$ cat config.mk
export PLATFORM = sky130hd
export DESIGN_NAME = ps2_cmd_scheduler
export DESIGN_NICKNAME = d
export VERILOG_FILES = /design/src/rtl/ps2_cmd_scheduler.sv
export SDC_FILE = /design/constraint.sdc
export NUM_CORES = 1
export LEC_CHECK = 0
export CORE_MARGIN = 5
export CORE_UTILIZATION = 33
export CTS_CLUSTER_DIAMETER = 60
export DETAILED_ROUTE_END_ITERATION = 12
export GPL_TIMING_DRIVEN = 0
export PLACE_DENSITY = 0.57
export SYNTH_ARGS = -nofsm -noshare
export SYNTH_HDL_FRONTEND = slang
export SYNTH_SLANG_ARGS = --single-unit
$ cat constraint.sdc
create_clock -name clk -period 6.7 [get_ports clk]
set_input_delay 1.34 -clock clk [delete_from_list [all_inputs] [get_ports clk]]
set_output_delay 1.34 -clock clk [all_outputs]
set_load 0.01 [all_outputs]
$ cat src/rtl/ps2_cmd_scheduler.sv
// Schedules the single PS/2 host-to-keyboard transmitter between power-up init, CPU SCANCODE
// writes and LED updates, handling ACK/RESEND, timeouts and retries per byte.
module ps2_cmd_scheduler #(
  parameter int unsigned TIMEOUT_CYCLES = 560000,
  parameter int unsigned BAT_CYCLES     = 28000000,
  parameter int unsigned RETRIES        = 2,
  parameter bit          POWERUP_INIT   = 1'b1
) (
  input  logic       clk,
  input  logic       rst,
  input  logic [7:0] cpu_data,
  input  logic       cpu_load,
  input  logic [2:0] led_state,
  output logic [7:0] tx_data,
  output logic       tx_load,
  input  logic       tx_busy,
  input  logic       tx_error,
  input  logic       rx_valid,
  input  logic [7:0] rx_code,
  output logic       rx_swallow,
  output logic       cpu_busy,
  output logic       ack_err,
  output logic       init_done
);

  localparam int unsigned MaxCycles = (TIMEOUT_CYCLES > BAT_CYCLES) ? TIMEOUT_CYCLES : BAT_CYCLES;
  localparam int unsigned TimerW    = (MaxCycles > 2) ? $clog2(MaxCycles) : 1;
  localparam int unsigned AttW      = ($clog2(RETRIES + 1) > 2) ? $clog2(RETRIES + 1) : 2;

  localparam logic [TimerW-1:0] TxLimit  = TimerW'(TIMEOUT_CYCLES - 1);
  localparam logic [TimerW-1:0] BatLimit = TimerW'(BAT_CYCLES - 1);
  localparam logic [AttW-1:0]   MaxRetry = AttW'(RETRIES);

  localparam logic [7:0] CmdReset   = 8'hFF;
  localparam logic [7:0] CmdLed     = 8'hED;
  localparam logic [7:0] CodeAck    = 8'hFA;
  localparam logic [7:0] CodeResend = 8'hFE;
  localparam logic [7:0] CodeBatOk  = 8'hAA;
  localparam logic [7:0] CodeBatErr = 8'hFC;

  typedef enum logic [2:0] {
    StIdle,
    StLoad,
    StWaitTx,
    StWaitAck,
    StWaitBat,
    StDone
  } state_e;

  typedef enum logic [1:0] {
    SeqInit,
    SeqCpu,
    SeqLed
  } seq_e;

  state_e            state_q, state_d;
  seq_e              seq_q;
  logic [1:0]        step_q;
  logic [AttW-1:0]   attempts_q;
  logic [TimerW-1:0] timer_q;
  logic              busy_seen_q;
  logic [7:0]        tx_data_q;
  logic              tx_load_q;
  logic              init_pend_q;
  logic              init_done_q;
  logic              cpu_pend_q;
  logic              cpu_run_q;
  logic [7:0]        cpu_byte_q;
  logic [7:0]        act_byte_q;
  logic              led_pend_q;
  logic [2:0]        led_shadow_q;
  logic              ack_err_q;

  logic       start_init, start_cpu, start_led;
  logic       load_fire, byte_ok, bat_ok, att_fail, abort;
  logic [7:0] byte_sel;

  always_ff @(posedge clk) begin
    if (rst) begin
      state_q <= StIdle;
    end else begin
      state_q <= state_d;
    end
  end

  always_comb begin
    state_d    = state_q;
    start_init = 1'b0;
    start_cpu  = 1'b0;
    start_led  = 1'b0;
    load_fire  = 1'b0;
    byte_ok    = 1'b0;
    bat_ok     = 1'b0;
    att_fail   = 1'b0;
    abort      = 1'b0;
    unique case (state_q)
      StIdle: begin
        if (init_pend_q) begin
          start_init = 1'b1;
          state_d    = StLoad;
        end else if (cpu_pend_q) begin
          start_cpu = 1'b1;
          state_d   = StLoad;
        end else if (led_pend_q) begin
          start_led = 1'b1;
          state_d   = StLoad;
        end
      end
      StLoad: begin
        if (!tx_busy) begin
          load_fire = 1'b1;
          state_d   = StWaitTx;
        end
      end
      StWaitTx: begin
        if (busy_seen_q && !tx_busy) begin
          if (tx_error) begin
            att_fail = 1'b1;
          end else begin
            state_d = StWaitAck;
          end
        end else if (timer_q >= TxLimit) begin
          att_fail = 1'b1;
        end
      end
      StWaitAck: begin
        if (rx_valid && rx_code == CodeAck) begin
          byte_ok = 1'b1;
          if (seq_q == SeqInit && step_q == 2'd0) begin
            state_d = StWaitBat;
          end else if (seq_q == SeqCpu || step_q == 2'd2) begin
            state_d = StDone;
          end else begin
            state_d = StLoad;
          end
        end else if (rx_valid && rx_code == CodeResend) begin
          att_fail = 1'b1;
        end else if (timer_q >= TxLimit) begin
          att_fail = 1'b1;
        end
      end
      StWaitBat: begin
        if (rx_valid && rx_code == CodeBatOk) begin
          bat_ok  = 1'b1;
          state_d = StLoad;
        end else if ((rx_valid && rx_code == CodeBatErr) || timer_q >= BatLimit) begin
          abort   = 1'b1;
          state_d = StDone;
        end
      end
      StDone: begin
        state_d = StIdle;
      end
      default: begin
        state_d = StIdle;
      end
    endcase
    // Retry the same byte while attempts remain, otherwise abandon the sequence.
    if (att_fail) begin
      if (attempts_q < MaxRetry) begin
        state_d = StLoad;
      end else begin
        abort   = 1'b1;
        state_d = StDone;
      end
    end
  end

  always_comb begin
    byte_sel = 8'h00;
    if (seq_q == SeqCpu) begin
      byte_sel = act_byte_q;
    end else if (step_q == 2'd0) begin
      byte_sel = CmdReset;
    end else if (step_q == 2'd1) begin
      byte_sel = CmdLed;
    end else begin
      byte_sel = {5'b00000, led_state};
    end
    rx_swallow = rx_valid &
                 (((state_q == StWaitAck) & ((rx_code == CodeAck) | (rx_code == CodeResend))) |
                  ((state_q == StWaitBat) & ((rx_code == CodeBatOk) | (rx_code == CodeBatErr))));
  end

  always_ff @(posedge clk) begin
    if (rst) begin
      seq_q        <= SeqInit;
      step_q       <= 2'd0;
      attempts_q   <= '0;
      timer_q      <= '0;
      busy_seen_q  <= 1'b0;
      tx_data_q    <= 8'h00;
      tx_load_q    <= 1'b0;
      init_pend_q  <= POWERUP_INIT;
      init_done_q  <= !POWERUP_INIT;
      cpu_pend_q   <= 1'b0;
      cpu_run_q    <= 1'b0;
      cpu_byte_q   <= 8'h00;
      act_byte_q   <= 8'h00;
      led_pend_q   <= 1'b0;
      led_shadow_q <= led_state;
      ack_err_q    <= 1'b0;
    end else begin
      tx_load_q <= load_fire;
      if (load_fire) begin
        tx_data_q <= byte_sel;
        if (seq_q != SeqCpu && step_q == 2'd2) begin
          led_shadow_q <= led_state;
        end
      end

      // Any state change restarts the timer; it saturates rather than wrapping.
      if (state_d != state_q) begin
        timer_q <= '0;
      end else if (timer_q != '1) begin
        timer_q <= timer_q + 1'b1;
      end
      busy_seen_q <= (state_q == StWaitTx) && (busy_seen_q || tx_busy);

      if (start_init || start_cpu || start_led) begin
        attempts_q <= '0;
      end
      if (start_init) begin
        seq_q  <= SeqInit;
        step_q <= 2'd0;
      end
      if (start_cpu) begin
        seq_q      <= SeqCpu;
        step_q     <= 2'd0;
        act_byte_q <= cpu_byte_q;
        cpu_run_q  <= 1'b1;
        cpu_pend_q <= 1'b0;
      end
      if (start_led) begin
        seq_q  <= SeqLed;
        step_q <= 2'd1;
      end
      if (byte_ok) begin
        attempts_q <= '0;
        step_q     <= step_q + 2'd1;
      end
      if (att_fail && attempts_q < MaxRetry) begin
        attempts_q <= attempts_q + 1'b1;
      end

      if (state_q == StDone) begin
        if (seq_q == SeqInit) begin
          init_pend_q <= 1'b0;
          init_done_q <= 1'b1;
        end
        if (seq_q == SeqCpu) begin
          cpu_run_q <= 1'b0;
        end
      end

      // A write after the current byte started becomes the next pending request.
      if (cpu_load) begin
        cpu_byte_q <= cpu_data;
        cpu_pend_q <= 1'b1;
      end

      if (led_state != led_shadow_q) begin
        led_pend_q <= 1'b1;
      end else if (state_q == StDone && seq_q != SeqCpu) begin
        led_pend_q <= 1'b0;
      end

      if (abort) begin
        ack_err_q <= 1'b1;
      end else if (cpu_load) begin
        ack_err_q <= 1'b0;
      end
    end
  end

  assign tx_data   = tx_data_q;
  assign tx_load   = tx_load_q;
  assign cpu_busy  = cpu_pend_q | cpu_run_q;
  assign ack_err   = ack_err_q;
  assign init_done = init_done_q;

  logic unused_bat_ok;
  assign unused_bat_ok = bat_ok;

endmodule

After elaboration in Yosys (flattened, before gate mapping)

Index checks and enable logic that the tools add are counted.

Register bits: 69
Bits in latches: 0
Bits in writable memories: 0
ROM bits: 0
Output and inout port bits: 13
Logic and storage cells: 141
Memories kept: 0

Add/sub/neg operators: 3
Multiply operators: 0
Div/mod/pow operators: 0
Order comparisons: 3
Equality and inequality tests: 16
Shifts and indexed selects: 0
Multiplexer cells: 62
Bitwise logic cells: 7
Reduce and logical (&&, ||, !) cells: 32

Operator list:

| cell                    | number |
|---|---|
| $mux W3                 | 16 |
| $eq A8 B8 Y1 const B    | 4 |
| $mux W1                 | 32 |
| $add A25 B1 Y25 const B | 1 |
| $ge A25 B20 Y1 const B  | 1 |
| $ge A25 B25 Y1 const B  | 1 |
| $ne A25 B25 Y1 const B  | 1 |
| $mux W8                 | 3 |
| $mux W2                 | 9 |
| $pmux W3 S5             | 1 |
| $reduce_bool A2 Y1      | 6 |
| $logic_and A1 B1 Y1     | 10 |
| $eq A3 B2 Y1 const B    | 2 |
| $eq A3 B3 Y1 const B    | 2 |
| $ne A3 B3 Y1            | 2 |
| $reduce_bool A3 Y1      | 2 |
| $logic_or A1 B1 Y1      | 5 |
| $add A2 B1 Y2 const B   | 2 |
| $eq A2 B1 Y1 const B    | 2 |
| $logic_not A2 Y1        | 2 |
| $or A1 B1 Y1            | 4 |
| $reduce_and A2 Y1       | 2 |
| $reduce_bool A4 Y1      | 1 |
| $reduce_or A2 Y1        | 2 |
| 8 further kinds         | 10 |

Logic depth before layout (Yosys ltp)

Word-level depth: 9
Gate-level depth with buffers: 10

Worst setup path after synthesis

OpenSTA, ideal clock, no wires.

Kind: input-to-output
Start: input port rx_code[0]
End: output port rx_swallow
Arrival time: 2.231 ns
Data required time: 5.360 ns
Setup slack: 3.129 ns
Stages on the path: 3
Path buffers: 0
Cells stage by stage: nand3b_1 > or4_1 > a21oi_1

Cells in the longest elaborated chain, start to end: 5
Elaborated cells on any way between the ends: 10
Classes of those cells: 4 x eq/ne; 6 x bitwise

RTL lines:

| item                                    | line     | text |
|---|---|---|
| from (decl)                             | 19       | `input logic [7:0] rx_code,` |
| $eq A8 B8 Y1, on equally long branches  | 181, 182 |  |
| $or A1 B1 Y1, on equally long branches  | 181, 182 |  |
| $and A1 B1 Y1, on equally long branches | 181, 182 |  |
| $or A1 B1 Y1 *                          | 181      | `(((state_q == StWaitAck) & ((rx_code == CodeAck) \| (rx_code == CodeResend))) \|` |
| $and A1 B1 Y1 *                         | 180      | `rx_swallow = rx_valid &` |
| to (decl)                               | 20       | `output logic rx_swallow,` |

Every way passes the cells marked *; elsewhere a longest branch is shown, timed or not.

Final worst setup path

Start: input port rx_code[6]
End: output port rx_swallow

Same word-level chain as after synthesis.

==> impl_metrics.yaml <==
sta:
  maxSlewViolCount: 0
  holdWs_ps: 462
  tightest_slew_ps: 941
  fin_skew_ps: 16.7
  rsz0062_at_grt: "false"
  slew_headroom: 0.367
  fin_tns_setup_ps: 0
  fmax_mhz: 219
  layout_min_cycle_time_ps: 4560
  finalHoldViolations: 0
  period_share: 0.681
  setup_viol: 0
grt:
  grt_pass1_vias: 2969
  grt_antenna_before_repair: 0
  grt_max_degree: 17
  gr-total-overflow: 0
  grt_usage: 0.136
  grt_pass1_wl_um: 14300
synth:
  ys_seq_area_frac: 0.404
  syn_inst: 398
  synth_area_um2: 3500
  yosys_most_used_dff: "dfxtp_1"
  synthTopCellsByArea: "dfxtp_1, nor3_2, nand2_1"
  synth_commonest_cells: "dfxtp_1, nand2_1, nor2_1"
  yosysWarnings: 0
  syn_area_per_cell_um2: 8.78
  yosys.area.top_type_share: 0.378
  synth_fp_nets: 427
  synth_cell_type_count: 63
  synth.most_common_cell: "dfxtp_1"
  yosysTopAreaCell: "dfxtp_1"
  ys_seq_elements: 69
  synth_edf_count: 3
  postSynth.asyncResetShare: 0
pwr:
  p_leak_nw: 1.33
  p_total_mw: 0.910
  powerDensity_nw_per_um2: 216
  ir_drop_mv: 0.0901
drt:
  routed_wl_um: 8400
  dr.first_iter.drc_count: 99
  num_vias: 3005
  drc_errors: 0
  routedWlPerCell_um: 14.4
  ant_nets: 0
  vias_per_cell: 5.14
  first_pass_iters: 5
setup_path:
  r2r_setup_slack_ps: 3940
  crit_arrival_ps: 3220
  r2r-end: "cpu_pend_q"
  crit_type: "input pin to output port"
  critPathMaxFanout: 5
  cpPeakStageDelay_ps: 560
  start_kind: "input pin"
  required_ps: 5360
  rr_startpoint: "state_q[1]"
  cpMaxStageDelayCell: "clkdlybuf4s50_1"
  r2r_cells: 7
  crit_chain: "clkdlybuf4s50_1, nand2_1, or4_1, a21oi_1, clkdlybuf4s50_1"
  cp_common_cell: "clkdlybuf4s50_1"
  end_kind: "output port"
cells_and_area:
  finalNonFillerCells: 585
  nNetsFinal: 473
  antennaDiodeCount: 0
  drive_gt1_frac: 0.118
  syn_to_final_growth_pct: 20.6
  fill_cells: 1052
floorplan:
  num_rows: 37
  die_area_um2: 12800
  ios: 38
  die_h_um: 113
  coreArea_um2: 10300
  initial_core_util: 0.339
  die_w_um: 113
clock_tree:
  h-tree-depth: 3
  root_buffer: "clkbuf_8"
  cts_hold_buffers: 0
  cts_tree: "built"
  insertion_delay_ps: 360
  cts_buffer_depth: 2
  cts_made_buffers: 9
  cts_sinks: 69
  path_clk_slew_ps: 100
  cts_setup_buffers: 0
  cts_resized: 0
hold_path:
  min_path_cells: 2
  min_delay_worst_endpoint: "act_byte_q[2]"
  hold_path_class: "flop to flop"
  min-delay-start: "cpu_byte_q[2]"
status:
  status: "finished clean"
place:
  placed_cells: 569
  hpwl_um: 6250
  io_buffer_count: 35
  gp_congestion: 0.888
run:
  cap_violations: 0
-- per-stage QoR --
stage | utilization | worst slack [ps] | cell area [um2]
after global routing | 0.408 | 1960 | 4220
final | 0.408 | 2140 | 4220
after detailed placement | 0.389 | 2140 | 4020
after CTS | 0.408 | 2130 | 4220
after global placement | 0.389 | 2130 | 4020
after floorplan | - | 3130 | 3500
-- worst max-delay path by stage --
stage,from,endpoint,slack (ps),depth (start not counted)
2_1_floorplan,rx_code[0],rx_swallow,3130,3
3_3_place_gp,rx_code[2],rx_swallow,2130,7
5_1_grt,rx_code[2],rx_swallow,1960,7
4_1_cts,rx_code[2],rx_swallow,2130,7
3_5_place_dp,rx_code[6],rx_swallow,2140,5
6_report,rx_code[6],rx_swallow,2140,5
-- cells in the final DEF (no fill, tap or decap), types with 3 or more instances in the layout --
cell type and n:
a21oi_1 29, a2bb2oi_1 3, and2_0 3, and4_1 4, buf_2 3, clkbuf_1 13, clkbuf_8 9, clkdlybuf4s50_1 35
dfxtp_1 66, edfxtp_1 3, ha_1 4, inv_1 6, inv_8 3, mux2i_1 10, nand2_1 44, nand2b_1 6
nand3_1 18, nand3b_1 3, nand4_1 9, nor2_1 40, nor2b_1 3, nor3_1 18, nor3_2 20, nor4_1 5
nor4b_1 3, o211ai_1 5, o21ai_0 6, or3_1 3, or4_1 4, xnor2_1 11, xor2_1 14
-- flip-flops by register name, summed over array words and instances (netlist names), 2 cells and up --
signal,flops
timer_q,25
state_q,3
seq_q,2
tx_data,8
led_shadow_q,3
step_q,2
act_byte_q,8
attempts_q,2
cpu_byte_q,8
-- cells by family (layout without fill, tap and decap cells) --
kind of cell | Yosys count | after routing | share of synthesized area
AND/OR/NAND/NOR | 197 | 197 | 0.323
flip-flops | 69 | 69 | 0.404
AO/OA/AOI/OAI | 65 | 65 | 0.126
buffers and inverters | 27 | 78 | 0.0344
XOR/XNOR | 26 | 26 | 0.0705
multiplexers | 10 | 10 | 0.0286
adder cells (fa/ha/maj) | 4 | 4 | 0.0143
-- critical path, delay by kind of cell --
family / cells / cell delay, ps
buffers and inverters: 2 / 1110
and+or+nand+nor: 2 / 610
AOI/OAI and AO/OA: 1 / 160
-- final cells by class --
class / count / area, um2 / share of cell area
multi-input cells: 302 / 1960 / 0.466
flip-flops and latches: 69 / 1410 / 0.335
repair buffers: 35 / 350 / 0.0831
well taps: 136 / 170 / 0.0404
clock buffers: 9 / 124 / 0.0294
plain buffers: 19 / 90.1 / 0.0214
clock inverters: 7 / 76.3 / 0.0181
inverters: 8 / 30.0 / 0.00712
-- power by group --
group          switching [mW]  internal, mW
Clock                   0.192         0.148
Sequential            0.00744         0.426
Combinational          0.0796        0.0569
Total                   0.279         0.631
-- per-layer routing --
layer	track usage	vias to the layer above	part of all wire
met5	0	-	0
met4	0.0353	0	0.011
met3	0.0385	9	0.035
met2	0.228	54	0.49
met1	0.172	1413	0.46
li1	-	1529	-
Power figures use the tool's default switching activity.
